File: src/rtl/coreriscv_axi4_rr_arbiter_pkg.sv
// Shared constants and helpers for the L1 data-array request arbiter.
package coreriscv_axi4_rr_arbiter_pkg;

  localparam int ARB_MODE_FIXED = 0;
  localparam int ARB_MODE_RR    = 1;

  localparam int DEF_N_IN   = 4;
  localparam int DEF_ADDR_W = 13;
  localparam int DEF_DATA_W = 64;
  localparam int DEF_WAY_W  = 1;

  // Index width for n requesters; never narrower than one bit.
  function automatic int clog2_min1(input int n);
    int w;
    w = 1;
    while ((1 << w) < n) begin
      w = w + 1;
    end
    return w;
  endfunction

endpackage

File: src/rtl/coreriscv_axi4_rr_arbiter_chk.sv
// Protocol properties of the arbiter output and requester grants.
module coreriscv_axi4_rr_arbiter_chk #(
  parameter int N_IN  = 4,
  parameter int PAY_W = 8
) (
  input logic             clk,
  input logic             reset,
  input logic [N_IN-1:0]  in_ready,
  input logic             out_valid,
  input logic             out_ready,
  input logic [PAY_W-1:0] out_payload
);

  a_ready_onehot0: assert property (@(posedge clk) disable iff (!reset) $onehot0(in_ready));

  a_out_stable: assert property (@(posedge clk) disable iff (!reset)
    (out_valid && !out_ready) |=> (out_valid && $stable(out_payload)));

endmodule

File: src/rtl/coreriscv_axi4_skid_buf.sv
// Two-entry valid/ready skid buffer; in_ready comes straight from a flop.
module coreriscv_axi4_skid_buf #(
  parameter int WIDTH = 8
) (
  input  logic             clk,
  input  logic             reset,
  input  logic             in_valid,
  output logic             in_ready,
  input  logic [WIDTH-1:0] in_data,
  output logic             out_valid,
  input  logic             out_ready,
  output logic [WIDTH-1:0] out_data
);

  logic [1:0]       count_r;
  logic [1:0]       count_nxt_s;
  logic             full_r;
  logic [WIDTH-1:0] head_r;
  logic [WIDTH-1:0] tail_r;
  logic             push_s;
  logic             pop_s;

  assign in_ready  = ~full_r;
  assign out_valid = (count_r != 2'd0);
  assign out_data  = head_r;
  assign push_s    = in_valid & ~full_r;
  assign pop_s     = out_valid & out_ready;

  // Occupancy after this cycle's push and pop.
  always_comb begin
    count_nxt_s = count_r;
    if (push_s && !pop_s) begin
      count_nxt_s = count_r + 2'd1;
    end else if (pop_s && !push_s) begin
      count_nxt_s = count_r - 2'd1;
    end else begin
      count_nxt_s = count_r;
    end
  end

  // head_r always holds the oldest entry, so it keeps the last beat once drained.
  always_ff @(posedge clk) begin
    if (!reset) begin
      count_r <= 2'd0;
      full_r  <= 1'b0;
      head_r  <= '0;
      tail_r  <= '0;
    end else begin
      count_r <= count_nxt_s;
      full_r  <= (count_nxt_s == 2'd2);
      case (count_r)
        2'd0: if (push_s) head_r <= in_data;
        2'd1: begin
          if (push_s && pop_s) head_r <= in_data;
          else if (push_s)     tail_r <= in_data;
        end
        2'd2: if (pop_s) head_r <= tail_r;
        default: head_r <= head_r;
      endcase
    end
  end

endmodule

File: src/rtl/coreriscv_axi4_rr_arbiter.sv
// N-way data-array request arbiter: fixed-priority or round-robin select, grant
// hold while stalled, optional skid stage on the output.
module coreriscv_axi4_rr_arbiter
  import coreriscv_axi4_rr_arbiter_pkg::*;
#(
  parameter int N_IN    = DEF_N_IN,
  parameter int ADDR_W  = DEF_ADDR_W,
  parameter int DATA_W  = DEF_DATA_W,
  parameter int WAY_W   = DEF_WAY_W,
  parameter int MODE    = ARB_MODE_FIXED,
  parameter int OUT_REG = 0,
  localparam int MASK_W = DATA_W / 8,
  localparam int IDX_W  = clog2_min1(N_IN)
) (
  input  logic                     clk,
  input  logic                     reset,
  input  logic [N_IN-1:0]          in_valid,
  output logic [N_IN-1:0]          in_ready,
  input  logic [N_IN*ADDR_W-1:0]   in_addr,
  input  logic [N_IN-1:0]          in_write,
  input  logic [N_IN*DATA_W-1:0]   in_wdata,
  input  logic [N_IN*MASK_W-1:0]   in_wmask,
  input  logic [N_IN*WAY_W-1:0]    in_way_en,
  output logic                     out_valid,
  input  logic                     out_ready,
  output logic [ADDR_W-1:0]        out_addr,
  output logic                     out_write,
  output logic [DATA_W-1:0]        out_wdata,
  output logic [MASK_W-1:0]        out_wmask,
  output logic [WAY_W-1:0]         out_way_en,
  output logic [IDX_W-1:0]         out_chosen
);

  localparam int DAT_W = ADDR_W + 1 + DATA_W + MASK_W + WAY_W;
  localparam int PAY_W = DAT_W + IDX_W;

  logic [IDX_W-1:0] rr_ptr_r;
  logic [IDX_W-1:0] hold_idx_r;
  logic             hold_vld_r;
  logic [IDX_W-1:0] base_s;
  logic [IDX_W-1:0] win_idx_s;
  logic [IDX_W-1:0] sel_idx_s;
  logic [IDX_W:0]   cand_s;
  logic             win_found_s;
  logic             held_live_s;
  logic             sel_valid_s;
  logic             stage_ready_s;
  logic             handshake_s;
  logic [DAT_W-1:0] sel_dat_s;
  logic [PAY_W-1:0] out_pay_s;

  // Find-first valid requester walking upward from the base index, modulo N_IN.
  always_comb begin
    base_s      = (MODE == ARB_MODE_RR) ? rr_ptr_r : '0;
    win_found_s = 1'b0;
    win_idx_s   = '0;
    cand_s      = '0;
    for (int k = 0; k < N_IN; k++) begin
      cand_s      = {1'b0, base_s} + (IDX_W+1)'(k);
      cand_s      = (cand_s >= (IDX_W+1)'(N_IN)) ? (cand_s - (IDX_W+1)'(N_IN)) : cand_s;
      win_idx_s   = (!win_found_s && in_valid[cand_s[IDX_W-1:0]]) ? cand_s[IDX_W-1:0] : win_idx_s;
      win_found_s = win_found_s | in_valid[cand_s[IDX_W-1:0]];
    end
  end

  // A held grant that loses its valid falls back to fresh arbitration this cycle.
  assign held_live_s = hold_vld_r & in_valid[hold_idx_r];
  assign sel_valid_s = held_live_s | win_found_s;
  assign sel_idx_s   = held_live_s ? hold_idx_r : win_idx_s;
  assign handshake_s = sel_valid_s & stage_ready_s;

  always_comb begin
    in_ready = '0;
    if (handshake_s) begin
      in_ready[sel_idx_s] = 1'b1;
    end else begin
      in_ready = '0;
    end
  end

  assign sel_dat_s = {in_addr[int'(sel_idx_s)*ADDR_W +: ADDR_W],
                      in_write[sel_idx_s],
                      in_wdata[int'(sel_idx_s)*DATA_W +: DATA_W],
                      in_wmask[int'(sel_idx_s)*MASK_W +: MASK_W],
                      in_way_en[int'(sel_idx_s)*WAY_W +: WAY_W]};

  // Round-robin pointer and stalled-grant hold.
  always_ff @(posedge clk) begin
    if (!reset) begin
      rr_ptr_r   <= '0;
      hold_vld_r <= 1'b0;
      hold_idx_r <= '0;
    end else begin
      hold_vld_r <= sel_valid_s & ~stage_ready_s;
      hold_idx_r <= sel_idx_s;
      if ((MODE == ARB_MODE_RR) && handshake_s) begin
        rr_ptr_r <= (sel_idx_s == IDX_W'(N_IN - 1)) ? '0 : (sel_idx_s + IDX_W'(1));
      end
    end
  end

  generate
    if (OUT_REG != 0) begin : g_skid
      logic skid_ready_s;
      logic skid_valid_s;

      coreriscv_axi4_skid_buf #(.WIDTH(PAY_W)) u_skid (
        .clk       (clk),
        .reset     (reset),
        .in_valid  (sel_valid_s),
        .in_ready  (skid_ready_s),
        .in_data   ({sel_dat_s, sel_idx_s}),
        .out_valid (skid_valid_s),
        .out_ready (out_ready),
        .out_data  (out_pay_s)
      );

      assign stage_ready_s = skid_ready_s & reset;
      assign out_valid     = skid_valid_s & reset;
    end else begin : g_comb
      logic [IDX_W-1:0] chosen_last_r;

      // Remember the last forwarded index so out_chosen is steady while idle.
      always_ff @(posedge clk) begin
        if (!reset) begin
          chosen_last_r <= '0;
        end else if (sel_valid_s) begin
          chosen_last_r <= sel_idx_s;
        end
      end

      assign stage_ready_s = out_ready & reset;
      assign out_valid     = sel_valid_s & reset;
      assign out_pay_s     = {sel_dat_s, (sel_valid_s ? sel_idx_s : chosen_last_r)};
    end
  endgenerate

  assign {out_addr, out_write, out_wdata, out_wmask, out_way_en} = out_pay_s[PAY_W-1:IDX_W];
  assign out_chosen = reset ? out_pay_s[IDX_W-1:0] : '0;

  coreriscv_axi4_rr_arbiter_chk #(.N_IN(N_IN), .PAY_W(PAY_W)) u_chk (
    .clk         (clk),
    .reset       (reset),
    .in_ready    (in_ready),
    .out_valid   (out_valid),
    .out_ready   (out_ready),
    .out_payload ({out_addr, out_write, out_wdata, out_wmask, out_way_en, out_chosen})
  );

endmodule
File: config.mk
export PLATFORM = sky130hd
export DESIGN_NAME = coreriscv_axi4_rr_arbiter
export DESIGN_NICKNAME = d
export VERILOG_FILES = /design/src/rtl/coreriscv_axi4_rr_arbiter_pkg.sv /design/src/rtl/coreriscv_axi4_rr_arbiter_chk.sv /design/src/rtl/coreriscv_axi4_skid_buf.sv /design/src/rtl/coreriscv_axi4_rr_arbiter.sv
export SDC_FILE = /design/constraint.sdc
export NUM_CORES = 1
export LEC_CHECK = 0
export BUFFER_PORTS_ARGS = -buffer_cell sky130_fd_sc_hd__buf_2
export CAP_MARGIN = 20
export CORE_AREA = 5 5 174 176
export DETAILED_ROUTE_END_ITERATION = 10
export DIE_AREA = 0 0 179 181
export SLEW_MARGIN = 10
export SYNTH_ARGS = -nofsm -noshare
export SYNTH_HDL_FRONTEND = slang
export SYNTH_SLANG_ARGS = --single-unit
File: constraint.sdc
create_clock -name clk -period 3.8 [get_ports clk]
set_clock_uncertainty 0.2 [all_clocks]
set_input_delay 0 -clock clk [delete_from_list [all_inputs] [get_ports clk]]
set_output_delay 0 -clock clk [all_outputs]
set_load 0.005 [all_outputs]
==> flow_summary.json <==
{
  "timing.critical_path.required_ns": 3.60,
  "setup_ws_ns": 1.058,
  "setup_total_negative_slack_ns": 0,
  "post_synth_main_area_contributors": "mux2i_1 80%, buf_12 6.2%, dfxtp_1 3.1%",
  "synth_nets": 678,
  "grt_max_degree": 57,
  "detail_route.wirelength.met1_um": 5385,
  "finalCriticalPeriod_ns": 2.742,
  "crit_family": "buffers and inverters",
  "design.final.nets": 1121,
  "report.final.hold_viol_count": 0,
  "clk_path_buf_depth": 2,
  "first_drt_iteration_drcs": 96,
  "critical_path.cell_chain": "dlygate4sd3_1 -> buf_2 -> o21ai_1 -> a21oi_2 -> nor2_8 -> buf_12 -> buf_4 -> mux2i_1 -> mux2i_1 -> buf_2",
  "ios": 449,
  "endpoint_kind": "primary output",
  "combinational_family_with_the_most_area_after_synthesis": "multiplexers",
  "synth_simple_gate_area_share_pct": 3.691,
  "die_h_um": 181,
  "first_global_vias": 4235,
  "die_width_um": 179,
  "grt_use_total_pct": 8.474,
  "antenna_found_initial": 1,
  "buffers_on_ports": 448,
  "clock_power_share_pct": 18.8,
  "switching_share_pct": 36.77,
  "synth.cell_area_um2": 3254,
  "clock.fmax_mhz": 364.7,
  "number_of_pins_exceeding_their_max_slew_limit_in_the_final_report": 0,
  "worst_hold_path_type": "input pin to flip-flop",
  "p_comb_share_pct": 74.9,
  "routed-wl-met2_um": 8892,
  "cpPeakStageDelay_ns": 0.55,
  "met3_routed_length_um": 1762,
  "unrepaired_setup_endpoints_after_global_routing": "false",
  "synth_compound_area_share_pct": 1.884,
  "whs_path_depth": 3,
  "final_common_cell": "buf_2",
  "dieArea_um2": 32400,
  "worst_slew_margin_rel_pct": 44.63,
  "irDropWorstVdd_uv": 81.69,
  "crit_path_top_delay_cell": "dlygate4sd3_1",
  "cell_internal_pwr_mw": 0.5803,
  "numCtsBuffers": 3,
  "layout.area.seq_um2": 100.1,
  "setup_viol_count_final": 0,
  "layout.filler_cells": 3181,
  "grt_pass1_wl_um": 21960,
  "vias_per_cell": 3.724,
  "area_growth_pct": 81.12,
  "cts_resized": 0,
  "insertion_delay_ns": 0.23,
  "drt-wirelength-per-cell_um": 14.13,
  "yosys_warnings": 0,
  "worst_slew_pin_slew_ns": 0.8306,
  "preCtsSetupSlack_ns": 1.344,
  "drt_pass1_iterations": 6,
  "seqPwrFrac_pct": 6.3,
  "fp-row-count": 62,
  "synth_area_leader_cell": "mux2i_1",
  "synth_cell_type_count": 27,
  "routed_wirelength_um": 16230,
  "synthAdderAreaFrac_pct": 0,
  "utilization_pct": 20.70,
  "insertedDiodeCount": 0,
  "cts_setup_buffers": 0,
  "finalCritPeriodShare_pct": 72.16,
  "crit_fanout": 53,
  "netlist_instances": 323,
  "power-per-cell-area_nw_per_um2": 155.7,
  "layout.cells.non_filler": 1149,
  "timing.setup.critical_path_class": "input pin to primary output",
  "numPlacedInstances": 1140,
  "total_power_mw": 0.9179,
  "highest-signal-layer": "met5",
  "routed_vias": 4279,
  "power_switching_mw": 0.3375,
  "globalRoute.totalOverflow": 0,
  "yosys_register_bits": 5,
  "synth_area_per_cell_um2": 10.08,
  "timing.critical_path.depth": 10,
  "sum_of_net_half_perimeters_after_detailed_placement_um": 14420,
  "timing.reg2reg.worst_path_depth": 6,
  "area_share_of_the_leading_cell_type_in_the_synthesized_netlist_pct": 80.28,
  "max_cap_violations": 0,
  "area_used_by_multi_input_combinational_logic_um2": 2813,
  "layout-drive-gt1-share_pct": 61.44,
  "h_tree_level_count": 1,
  "cts.sink_count": 5,
  "synth_xor_area_share_pct": 0,
  "layout_common_cells": "448 x buf_2, 261 x mux2i_1, 12 x buf_4",
  "initial_utilization_pct": 11.43,
  "worst_setup_hold_path_clk_slew_ns": 0.03,
  "detail_route.drc_violations": 0,
  "crit_buf_inv": 5,
  "start_kind": "input pin",
  "run_status": "finished, final reports clean",
  "synthMuxAreaShare_pct": 80.28,
  "cts.root.buffer_cell": "clkbuf_16",
  "finalWeightedCongestion": 0.8347,
  "synth-seq-area-share_pct": 3.076,
  "leakagePower_nw": 3.195,
  "arrival_ns": 2.54,
  "drtAntennaViolNets": 0,
  "cts_tree": "done",
  "core-area_um2": 28470
}
flip-flops by register name, indices dropped and copies added (netlist names):
name / cells
g_comb.chosen_last_r: 2
hold_idx_r: 2
hold_vld_r: 1
cell usage after synthesis:
cell type and count:
nand3_1 1, nor3b_1 2, o21ai_1 2, nor2_1 1
dfxtp_1 5, nor4_1 2, or2_2 1, nor3_1 1
and2_1 1, buf_12 10, o21a_2 1, o211ai_1 1
and4_1 1, clkbuf_4 7, nand2_1 5, nor2b_1 3
a21oi_2 1, buf_6 2, buf_4 6, a21oi_1 1
o21ai_0 1, nor2_8 1, mux2i_1 261, a21boi_1 1
a32oi_1 1, buf_8 2, buf_2 2
power groups by stage:
stage	sequential [mW]	combinational [mW]	clock [mW]
2_1_floorplan	0.0578	0.365	0
6_report	0.0574	0.688	0.173
5_1_grt	0.0578	0.752	0.181
4_1_cts	0.0574	0.700	0.176
3_3_place_gp	0.0580	0.681	0
3_5_place_dp	0.0581	0.693	0
final timing paths:
check,start,end,slack [ns]
max,in_valid[0],out_wdata[19],1.06
min,in_valid[1],g_comb.chosen_last_r[1]$_DFF_P_,0.08
max reg2reg,hold_vld_r$_SDFF_PN0_,g_comb.chosen_last_r[0]$_DFF_P_,2.17
min reg2reg,g_comb.chosen_last_r[0]$_DFF_P_,g_comb.chosen_last_r[0]$_DFF_P_,0.25
through the flow:
stage	hold WS (ns)	cell area, µm²
after CTS	0.08860	5894
final	0.08162	5894
after floorplan	-0.1284	3254
after global routing	0.1043	5894
after global placement	0.02573	5766
after detailed placement	0.03533	5766
layout make-up:
type / count / area share [%]
well taps: 384 / 8.151
flip-flops and latches: 5 / 1.698
multi-input cells: 289 / 47.72
repair buffers: 467 / 41.10
clock buffers: 4 / 1.337
timing repair:
action / CTS / global route
hold buffers: 5 / 0
setup endpoints to repair: 0 / 0
hold endpoints to repair: 5 / 0
layer usage:
metal / vias to the layer above / global-route usage (%)
li1: 2118 / -
met1: 1899 / 8.506
met2: 248 / 17.70
met3: 12 / 1.547
met4: 2 / 1.504
met5: - / 0
tightest hold or removal path: stages:
cell and delay [ns]:
buf_2 0.14, o21a_2 0.23, nor3b_1 0.08
cell families (layout without fill, tap and decap cells):
| logic type | after synthesis | after routing |
|---|---|---|
| AOI/OAI and AO/OA | 9 | 9 |
| buffers and inverters | 29 | 471 |
| DFF | 5 | 5 |
| muxes | 261 | 261 |
| and+or+nand+nor | 19 | 19 |
No activity file was read; power rests on OpenSTA's default activity.
